[src/rtl/mem_pkg.sv]
// Shared definitions for the MEM-stage access engine: funct3 width codes, FSM states, bus geometry.
package mem_pkg;

  localparam int XLEN   = 64;
  localparam int NBYTES = XLEN / 8;

  localparam logic [2:0] MW_B  = 3'b000;
  localparam logic [2:0] MW_H  = 3'b001;
  localparam logic [2:0] MW_W  = 3'b010;
  localparam logic [2:0] MW_D  = 3'b011;
  localparam logic [2:0] MW_BU = 3'b100;
  localparam logic [2:0] MW_HU = 3'b101;
  localparam logic [2:0] MW_WU = 3'b110;

  typedef enum logic [1:0] {
    IDLE = 2'd0,
    REQ  = 2'd1,
    RESP = 2'd2,
    DONE = 2'd3
  } state_t;

endpackage

[src/rtl/mem_align.sv]
// Combinational lane logic: misalignment check, store mask/data placement, load extract and extend.
module mem_align
  import mem_pkg::*;
(
  input  logic [2:0]  width,
  input  logic [63:0] addr,
  input  logic [63:0] rs2,
  output logic        misaligned,
  output logic [7:0]  wmask,
  output logic [63:0] wdata,
  input  logic [2:0]  ld_width,
  input  logic [2:0]  ld_off,
  input  logic [63:0] rdata,
  output logic [63:0] ld_ext
);

  logic [2:0]  off;
  logic [63:0] x;

  assign off = addr[2:0];

  always_comb begin
    misaligned = 1'b0;
    wmask      = 8'h00;
    case (width)
      MW_B, MW_BU: begin
        misaligned = 1'b0;
        wmask      = 8'h01 << off;
      end
      MW_H, MW_HU: begin
        misaligned = addr[0];
        wmask      = 8'h03 << off;
      end
      MW_W, MW_WU: begin
        misaligned = |addr[1:0];
        wmask      = 8'h0F << off;
      end
      default: begin
        // Width 111 is not a legal funct3 here; it behaves as a doubleword.
        misaligned = |addr[2:0];
        wmask      = 8'hFF;
      end
    endcase
  end

  assign wdata = rs2 << {off, 3'b000};
  assign x     = rdata >> {ld_off, 3'b000};

  always_comb begin
    ld_ext = x;
    case (ld_width)
      MW_B:    ld_ext = {{56{x[7]}}, x[7:0]};
      MW_H:    ld_ext = {{48{x[15]}}, x[15:0]};
      MW_W:    ld_ext = {{32{x[31]}}, x[31:0]};
      MW_BU:   ld_ext = {56'd0, x[7:0]};
      MW_HU:   ld_ext = {48'd0, x[15:0]};
      MW_WU:   ld_ext = {32'd0, x[31:0]};
      default: ld_ext = x;
    endcase
  end

endmodule

[src/rtl/mem_access_unit.sv]
// MEM-stage data-memory engine: one aligned 64-bit bus transaction per load/store, stalling the pipe until done.
module mem_access_unit #(
  parameter int XLEN   = mem_pkg::XLEN,
  parameter int NBYTES = mem_pkg::NBYTES
) (
  input  logic              clk,
  input  logic              rst,
  input  logic              valid_mem,
  input  logic              kill_mem,
  input  logic              flush,
  input  logic              pipe_stall,
  input  logic              is_load_mem,
  input  logic              we_mem_mem,
  input  logic [2:0]        memdata_width_mem,
  input  logic [XLEN-1:0]   alu_res_mem,
  input  logic [XLEN-1:0]   rs2_data_mem,
  output logic              req_valid,
  input  logic              req_ready,
  output logic              req_we,
  output logic [XLEN-1:0]   req_addr,
  output logic [XLEN-1:0]   req_wdata,
  output logic [NBYTES-1:0] req_wmask,
  input  logic              resp_valid,
  input  logic [XLEN-1:0]   resp_rdata,
  output logic              mem_stall,
  output logic [XLEN-1:0]   load_data,
  output logic              misalign_exc,
  output logic              misalign_store,
  output logic [XLEN-1:0]   bad_addr,
  output logic [1:0]        fsm_state
);

  import mem_pkg::*;

  // Bus handshake: a request is transferred on a cycle where req_valid and req_ready are both high;
  // once raised, req_valid and the request fields stay constant until that cycle. Exactly one
  // resp_valid pulse follows each transferred request, in order.

  state_t            state;
  logic              discard;
  logic [2:0]        ld_width;
  logic [2:0]        ld_off;
  logic              misaligned;
  logic [NBYTES-1:0] st_wmask;
  logic [XLEN-1:0]   st_wdata;
  logic [XLEN-1:0]   ld_ext;
  logic              access_ok;
  logic              start;

  mem_align u_align (
    .width      (memdata_width_mem),
    .addr       (alu_res_mem),
    .rs2        (rs2_data_mem),
    .misaligned (misaligned),
    .wmask      (st_wmask),
    .wdata      (st_wdata),
    .ld_width   (ld_width),
    .ld_off     (ld_off),
    .rdata      (resp_rdata),
    .ld_ext     (ld_ext)
  );

  assign access_ok      = valid_mem & (is_load_mem | we_mem_mem) & ~kill_mem & ~flush;
  assign start          = access_ok & ~misaligned;
  assign misalign_exc   = (state == IDLE) & access_ok & misaligned;
  assign misalign_store = ~is_load_mem;
  assign bad_addr       = alu_res_mem;
  assign mem_stall      = ((state == IDLE) & start) | (state == REQ) | (state == RESP);
  assign fsm_state      = state;

  always_ff @(posedge clk) begin
    if (rst) begin
      state     <= IDLE;
      req_valid <= 1'b0;
      req_we    <= 1'b0;
      req_addr  <= '0;
      req_wdata <= '0;
      req_wmask <= '0;
      load_data <= '0;
      discard   <= 1'b0;
      ld_width  <= MW_D;
      ld_off    <= 3'd0;
    end else begin
      case (state)
        IDLE: begin
          discard <= 1'b0;
          if (start) begin
            state     <= REQ;
            req_valid <= 1'b1;
            req_we    <= ~is_load_mem;
            req_addr  <= {alu_res_mem[XLEN-1:3], 3'b000};
            req_wdata <= is_load_mem ? '0 : st_wdata;
            req_wmask <= is_load_mem ? '0 : st_wmask;
            ld_width  <= memdata_width_mem;
            ld_off    <= alu_res_mem[2:0];
          end
        end
        REQ: begin
          // A flush cannot withdraw a visible request; remember to drop its result instead.
          if (flush) discard <= 1'b1;
          if (req_ready) begin
            req_valid <= 1'b0;
            state     <= RESP;
          end
        end
        RESP: begin
          if (resp_valid) begin
            if (discard || flush) begin
              state <= IDLE;
            end else begin
              if (!req_we) load_data <= ld_ext;
              state <= DONE;
            end
          end else if (flush) begin
            discard <= 1'b1;
          end
        end
        DONE: begin
          if (flush || !pipe_stall) state <= IDLE;
        end
        default: state <= IDLE;
      endcase
    end
  end

endmodule

[config.mk]
export PLATFORM = sky130hd
export DESIGN_NAME = mem_access_unit
export DESIGN_NICKNAME = d
export VERILOG_FILES = /design/src/rtl/mem_pkg.sv /design/src/rtl/mem_align.sv /design/src/rtl/mem_access_unit.sv
export SDC_FILE = /design/constraint.sdc
export NUM_CORES = 1
export LEC_CHECK = 0
export ABC_AREA = 1
export BUFFER_PORTS_ARGS = -buffer_cell sky130_fd_sc_hd__buf_2
export CAP_MARGIN = 20
export CORE_AREA = 5 5 184 186
export CTS_BUF_LIST = sky130_fd_sc_hd__clkbuf_8
export DETAILED_ROUTE_END_ITERATION = 7
export DIE_AREA = 0 0 189 191
export SLEW_MARGIN = 20
export SYNTH_ARGS = -nofsm -noshare
export SYNTH_HDL_FRONTEND = slang
export SYNTH_HIERARCHICAL = 1
export SYNTH_SLANG_ARGS = --single-unit
[constraint.sdc]
create_clock -name clk -period 2.32 [get_ports clk]
set_clock_uncertainty 0.05 [all_clocks]
set_input_delay 0.232 -clock clk [delete_from_list [all_inputs] [get_ports clk]]
set_output_delay 0.232 -clock clk [all_outputs]
set_load 0.01 [all_outputs]
---- Word level (Yosys, flattened, before mapping) ----
Cells that the tools add are included.
word-level totals
  register bits after elaboration ......... 208
  bits of input ports ..................... 205
  output and inout port bits .............. 271
  word-level logic and storage cells ...... 84
cells by class
  equality and inequality tests ........... 18
  shift-type cells ........................ 5
  mux-type cells .......................... 17
  bitwise logic cells ..................... 16
  reductions and logical operators ........ 18
operator list
  kind                                                                   number
  64-bit case mux with 6 select lines                                    1
  64-bit 2-to-1 mux                                                      1
  64-bit by 6-bit left shift with 64-bit output                          1
  64-bit by 6-bit >> shifter with 64-bit output                          1
  8-bit case mux with 3 select lines                                     1
  3-bit equality test, second input constant                             6
  2-bit 2-to-1 mux                                                       5
  2-bit inequality test, second input constant                           5
  8-bit 2-to-1 mux                                                       1
  2-bit case mux with 4 select lines                                     1
  4-bit AND reduction                                                    2
  2-bit OR reduction                                                     4
  1-bit by 3-bit left shift with 8-bit output, first input constant      1
  2-bit by 3-bit left shift with 8-bit output, first input constant      1
  4-bit by 3-bit left shift with 8-bit output, first input constant      1
  1-bit bitwise AND                                                      7
  3-bit by 1-bit equality test with 1-bit output, second input constant  2
  3-bit by 2-bit equality test with 1-bit output, second input constant  2
  3-bit zero test                                                        2
  1-bit inverter                                                         6
  1-bit case mux with 3 select lines                                     2
  2-bit equality test, second input constant                             2
  1-bit 2-to-1 mux                                                       4
  2-bit AND reduction                                                    2
  other kinds (10)                                                       13

---- Depth between registers and ports, before layout ----
Gate-level depths: netlist of the first run.
  depth in word-level cells ............... 8
  depth in mapped cells ................... 13
  mapped depth without buffers ............ 11

---- Hierarchy ----
Netlist of the first run, hierarchy kept.
by module, submodules not included
  module           times used  cells an instance  area each (um2)  sequential area each (um2)
  mem_access_unit  1           1015               7808.7           4164.0
  mem_align        1           853                4180.3           0.0

---- Least setup slack after synthesis of the first run ----
OpenSTA, ideal clock, no wires.
  kind .................................... input-to-output
  start point ............................. input port alu_res_mem[0]
  end point ............................... output port mem_stall
  arrival ................................. 1.740 ns
  data required time ...................... 2.038 ns
  slack ................................... 0.298 ns
  stages .................................. 10
  buffers on the path ..................... 5
  path through ............................ buf_2 -> buf_2 -> buf_2 -> a21oi_1 -> o22ai_1 -> inv_1 -> nand3_2 -> clkbuf_1 -> buf_2 -> nand3_1
between the ends
  cells in the longest elaborated chain, start to end .. 7
  elaborated cells on any way between the ends .. 8
  classes of those cells .................. 1 x mux; 5 x bitwise; 2 x reduce/logical
ends and longest elaborated chain
  element                                                          line                              source
  start: declaration                                               mem_access_unit.sv:15             input logic [XLEN-1:0] alu_res_mem,
  3-bit OR reduction / 2-bit OR reduction (equally long branches)  mem_align.sv:40, mem_align.sv:35
  1-bit case mux with 3 select lines *                             mem_align.sv:25                   case (width)
  net misaligned                                                   mem_access_unit.sv:43             logic misaligned;
  1-bit inverter *                                                 mem_access_unit.sv:64             assign start = access_ok & ~misaligned;
  1-bit bitwise AND *                                              mem_access_unit.sv:64
  1-bit bitwise AND *                                              mem_access_unit.sv:68             assign mem_stall = ((state == IDLE) & start) | (state == REQ) | (state == RESP);
  1-bit OR * (2 in a row)                                          mem_access_unit.sv:68
  end: declaration                                                 mem_access_unit.sv:25             output logic mem_stall,
The timed path passes the listed nets; every way through them passes the cells marked *.

---- Worst setup path after layout of the first run ----
  start point ............................. register state[1], in the netlist fsm_state[1]
  end point ............................... output port mem_stall
between the ends
  cells in the longest elaborated chain, start to end .. 4
  elaborated cells on any way between the ends .. 6
  classes of those cells .................. 2 x eq/ne; 3 x bitwise; 1 x reduce/logical
ends and longest elaborated chain
  element                   line                    source
  start: declaration        mem_access_unit.sv:39   state_t state;
  start signal: assignment  mem_access_unit.sv:73   state <= IDLE;
  start signal: assignment  mem_access_unit.sv:88   state <= REQ;
  start signal: assignment  mem_access_unit.sv:103  state <= RESP;
  2-bit zero test           mem_access_unit.sv:68
  1-bit bitwise AND         mem_access_unit.sv:68
  1-bit OR                  mem_access_unit.sv:68
  1-bit OR *                mem_access_unit.sv:68
Every way passes the cells marked *; elsewhere a longest branch is shown, timed or not.

==> flow_metrics.tcl, run 1 <==
set metrics [dict create \
    outcome "completed" \
    worstSetupStartpointType "flop" \
    max-slew-margin-rel_pct 52.5 \
    clockBufferDepth 3 \
    ys_seq_area_share_pct 34.7 \
    worstMarginPinSlew_ns 0.712 \
    die-area_um2 36100 \
    area_growth_pct 30.0 \
    post_drt_wl_per_cell_um 18.2 \
    yosys_warnings 6 \
    drv_cap 0 \
    min_delay_path_depth 5 \
    synth_xor_area_share_pct 0 \
    vias 14000 \
    crit_type "flop to primary output" \
    io_buffers 472 \
    place.gp.congestion 0.959 \
    ir_worst_vdd_uv 443 \
    drtAntennaViolNets 0 \
    cts_tree "done" \
    period_share_pct 92.1 \
    power_density_nw_per_um2 618 \
    ys.flop_type "dfxtp_1" \
    grt_max_degree 139 \
    layout_min_cycle_time_ns 2.14 \
    synth_top_family_by_area "simple AND/OR/NAND/NOR gates" \
    avgSynthCellArea_um2 6.42 \
    io_pins 476 \
    start_util_pct 37.3 \
    utilization_pct 48.5 \
    fin_total_pwr_mw 9.64 \
    ys_async_sr_fraction_pct 0 \
    nNetsFinal 2497 \
    drc 0 \
    cts_sinks 208 \
    die_x_um 189 \
    path_clk_slew_ns 0.06 \
    crit_required_ns 2.04 \
    post_cts_buffers 0 \
    layout_common_cells "583 x nand2_1, 471 x buf_2, 204 x dfxtp_1, 189 x nor2_1, 189 x o21ai_0" \
    place_hpwl_um 35900 \
    synth_enable_flop_cells 0 \
    placement_rows 66 \
    grt_overflow 0 \
    synth_adder_area_share_pct 0.939 \
    core_area_um2 32100 \
    grt_pass1_vias 13600 \
    post_drt_via_cell_ratio 5.16 \
    slew_viol_final 0 \
    holdWs_ns 0.0449 \
    synth-compound-area-share_pct 18.5 \
    clockRootBuffer "clkbuf_8" \
    synth_cell_types 40 \
    final-setup-viol-count 0 \
    cp-end-kind "primary output" \
    htreeDepth 2 \
    tns_ns 0 \
    worstPathArrival_ns 1.85 \
    reg2reg_setup_slack_ns 0.21 \
    drive_gt1_share_pct 27.0 \
    die_height_um 191 \
    first_iter_violations 1128 \
    numCtsBuffers 38 \
    r2r_cells 10 \
    dr.pass1.iters 5 \
    syn-instance-count 1868 \
    insertion_delay_ns 0.53 \
    drt_wl_total_um 49400 \
    synth-seq-cells 208 \
    fmaxAchievable_mhz 468 \
    synth-simple-area-share_pct 32.9 \
    crit_path_max_fanout 27 \
    leakagePower_nw 7.45 \
    final_common_cell "nand2_1" \
    synth_mux_area_share_pct 0.501 \
    hp-class "input pin to flop" \
    dp_slack_ns 0.243 \
    syn_area_um2 12000 \
    track_usage_pct 25.6 \
    hold_viol 0 \
    grt_pass1_wl_um 74800 \
    finalWorstSetupSlack_ns 0.184 \
    rsz0062_at_grt "false" \
    antenna_found_initial 6 \
]
==> layout make-up <==
cell class                 count  area (µm²)
multi-input combinational   1372        6340
clock inverter                22         104
timing repair buffer         582        3550
inverter                      81         307
sequential                   208        4170
tap                          408         510
clock buffer                  43         592
antenna                        4        10.0
fill                        3394       16500
==> cells by family (layout without fill, tap and decap cells) <==
logic type,count (synthesis),in the layout
mux,6,6
other cells,1,7
fa+ha+maj,9,9
flops,208,208
simple gates,940,940
buf+inv,290,728
compound gates,414,414
==> Yosys cell counts, types with 3 or more instances <==
master / number / area (µm²)
a21oi_1: 158 / 791
buf_1: 8 / 30.0
buf_2: 49 / 245
buf_4: 74 / 556
buf_6: 5 / 56.3
clkbuf_1: 71 / 267
clkinv_1: 4 / 15.0
dfxtp_1: 208 / 4160
ha_1: 9 / 113
inv_1: 70 / 263
inv_2: 6 / 22.5
mux2i_1: 6 / 60.1
nand2_1: 583 / 2190
nand2_2: 11 / 68.8
nand3_1: 93 / 465
nand3_2: 4 / 40.0
nand4_1: 28 / 175
nand4_2: 10 / 125
nor2_1: 189 / 709
o211ai_1: 23 / 173
o21ai_0: 189 / 946
o21ai_1: 14 / 70.1
o221ai_1: 12 / 105
o22ai_1: 10 / 62.6
o31ai_1: 3 / 22.5
or2_2: 15 / 93.8
==> critical path, cell delays in order (launching register included) <==
cell     delay, ns
dfxtp_2       0.39
inv_1         0.11
ha_1          0.27
nand3_4       0.16
buf_12        0.19
nand3_1       0.08
buf_2         0.14
==> through the flow <==
step | instance area [µm²] | cells
after global placement | 14200 | 2583
after CTS | 15600 | 2716
after global routing | 15600 | 2720
final | 15600 | 2720
after floorplan | 12000 | 1870
after detailed placement | 14200 | 2583
==> repair_timing <==
item / in CTS / in global routing
hold buffers: 68 / 0
hold endpoints to repair: 67 / 0
endpoints found under the setup margin: 1 / 3
pin swaps: 0 / 0
gates resized for setup: 3 / 3
==> flip-flops by register name, indices dropped and copies added (netlist names) <==
signal     cells
discard        1
fsm_state      2
ld_off         3
ld_width       3
load_data     64
req_addr      61
req_valid      1
req_wdata     64
req_we         1
req_wmask      8
==> report_power, final <==
part           internal, mW  switching [mW]
combinational         0.963            1.53
sequential             3.77           0.120
clock                  1.70            1.56
==> routing by layer <==
layer | up-vias | GRT usage [%] | wire length, µm
li1 | 6868 | - | -
met1 | 6445 | 30.7 | 19400
met2 | 614 | 44.4 | 24000
met3 | 98 | 6.87 | 4360
met4 | 4 | 9.16 | 1650
met5 | - | 0 | 27
==> final timing paths <==
check	end	startpoint
setup / recovery	mem_stall	fsm_state[1]
hold / removal	req_wdata[5]	rs2_data_mem[5]
setup reg to reg	load_data[18]	ld_off[1]
hold reg to reg	req_valid	req_valid
No activity file was read; power rests on OpenSTA's default activity.
==> run 2, diff against run 1 <==
BUFFER_PORTS_ARGS = -buffer_cell sky130_fd_sc_hd__buf_4   (was -buffer_cell sky130_fd_sc_hd__buf_2)
==> run 2 against run 1 <==
Compared with the run above:
- final area increased by 8.1%
- final cell count increased by 0.18%
- combinational power up 10%
- setup slack worse by 0.0093 ns
- sequential cell count unchanged
==> flow_metrics.tcl, run 2 (same netlist as run 1, synthesis figures left out) <==
set metrics [dict create \
    reg_top3 "load_data x64, req_wdata x64, req_addr x61" \
    io_buffers 472 \
    clockRootBuffer "clkbuf_8" \
    slew_viol_final 0 \
    cp-end-kind "primary output" \
    placement_rows 66 \
    drt_wl_total_um 51400 \
    tns_ns 0 \
    die_height_um 191 \
    fill_cells 3282 \
    crit_path_start "memdata_width_mem[0]" \
    instances_no_fill 2725 \
    numCtsBuffers 39 \
    hold_viol 0 \
    core_area_um2 32100 \
    worstPathArrival_ns 1.86 \
    r2r-start "ld_off[0]" \
    grt_overflow 0 \
    track_usage_pct 26.6 \
    layout_common_cells "583 x nand2_1, 503 x buf_4, 206 x dfxtp_1, 189 x nor2_1, 189 x o21ai_0" \
    swShare_pct 32.4 \
    vias 14100 \
    insertion_delay_ns 0.54 \
    leakagePower_nw 7.69 \
    grt_pass1_wl_um 76800 \
    crit_path_max_fanout 6 \
    htreeDepth 2 \
    drc 0 \
    cts_sinks 208 \
    place_hpwl_um 37800 \
    outcome "completed" \
    pwr-share-seq_pct 38.5 \
    cts-resized-gates 0 \
    cts_tree "done" \
    path_buf_inv 4 \
    nNetsFinal 2503 \
    clkPwrFrac_pct 34.3 \
    p_switching_mw 3.28 \
    start_util_pct 37.3 \
    dr.pass1.iters 5 \
    dp_cells 2585 \
    period_share_pct 92.5 \
    path_clk_slew_ns 0.05 \
    critPathCapture "mem_stall" \
    max-slew-margin-rel_pct 54.8 \
    multi_input_comb_area_um2 6340 \
    power_density_nw_per_um2 601 \
    crit_chain "dlygate4sd3_1 -> buf_4 -> ha_1 -> a21oi_1 -> o22ai_1 -> inv_1 -> nand3_4 -> nand3_1 -> buf_4" \
    post_drt_via_cell_ratio 5.17 \
    area_growth_pct 40.5 \
    regArea_um2 4170 \
    grt_max_degree 139 \
    die-area_um2 36100 \
    max_stage_delay_ns 0.54 \
    fmaxAchievable_mhz 466 \
    rsz0062_at_grt "false" \
    layout_min_cycle_time_ns 2.15 \
    crit_required_ns 2.04 \
    r2r-end "load_data[16]" \
    io_pins 476 \
    post_drt_wl_per_cell_um 18.9 \
    r2r_cells 11 \
    holdCritStartpoint "alu_res_mem[0]" \
    worstMarginPinSlew_ns 0.678 \
    hp-class "input pin to flop" \
    die_x_um 189 \
    drive_gt1_share_pct 27.4 \
    drtAntennaViolNets 0 \
    reg2reg_setup_slack_ns 0.25 \
    first_iter_violations 1034 \
    crit_type "input pin to primary output" \
    drv_cap 0 \
    clockBufferDepth 3 \
    grt_pass1_vias 13600 \
    final-setup-viol-count 0 \
    cp.depth 9 \
    intPower_mw 6.83 \
    comb_power_share_pct 27.1 \
    place.gp.congestion 0.929 \
    antenna_found_initial 3 \
    timing.critical_path.mode_cell "buf_4" \
    crit_family "buffers and inverters" \
    worstSetupStartpointType "input pin" \
    cpMaxStageDelayCell "dlygate4sd3_1" \
    ir_worst_vdd_uv 412 \
    final_common_cell "nand2_1" \
]
## run 2: worst min-delay path by stage
stage	cells after the start	slack [ns]	end
final	3	0.03	ld_off[0]
after global routing	3	0.005	ld_off[0]
after CTS	3	0.002	ld_off[0]
after detailed placement	2	0.39	req_valid
after global placement	2	0.39	req_valid
after floorplan	2	0.30	ld_width[0]
## run 2: routing by layer
layer	GRT usage [%]	routed length [µm]	share of wire, %
met1	31.4	20200	39
met4	10.3	1980	3.9
met5	0	8	0.016
met3	6.83	4220	8.2
met2	46.6	25000	49
## run 2: timing repair
| action | in CTS | in global routing |
|---|---|---|
| hold endpoints to repair | 67 | 0 |
| setup buffers | 0 | 1 |
| hold buffers | 70 | 0 |
| endpoints found under the setup margin | 0 | 2 |
## run 2: layout make-up
class	instances	share of cell area, %
tap	408	3.03
clock inverter	18	0.542
multi-input combinational	1372	37.7
clock buffer	48	3.92
inverter	81	1.82
antenna	3	0.0446
sequential	208	24.7
timing repair buffer	587	28.2
## run 2: tightest hold or removal path, stage by stage
cell and delay [ns]:
buf_4 0.14, nand2_1 0.11, a21oi_1 0.07
## run 2: power by group through the flow
stage / combinational (mW) / clock (mW) / sequential (mW)
finish: 2.74 / 3.47 / 3.90
global route: 3.03 / 3.74 / 3.92
CTS: 2.73 / 3.58 / 3.90
detailed placement: 2.62 / 0 / 3.97
global placement: 2.61 / 0 / 3.97
floorplan: 1.42 / 0 / 4.02
## run 2: through the flow
step / total power [mW] / setup WS (ns) / hold slack (ns) / cell area [µm²] / utilization [%]
global placement: 6.59 / 0.276 / 0.390 / 15400 / 47.8
detailed placement: 6.59 / 0.249 / 0.394 / 15400 / 47.8
CTS: 10.2 / 0.0951 / 0.00171 / 16800 / 52.4
finish: 10.1 / 0.175 / 0.0260 / 16800 / 52.4
floorplan: 5.45 / 0.298 / 0.295 / 12000 / -
global route: 10.7 / 0.0532 / 0.00544 / 16800 / 52.4
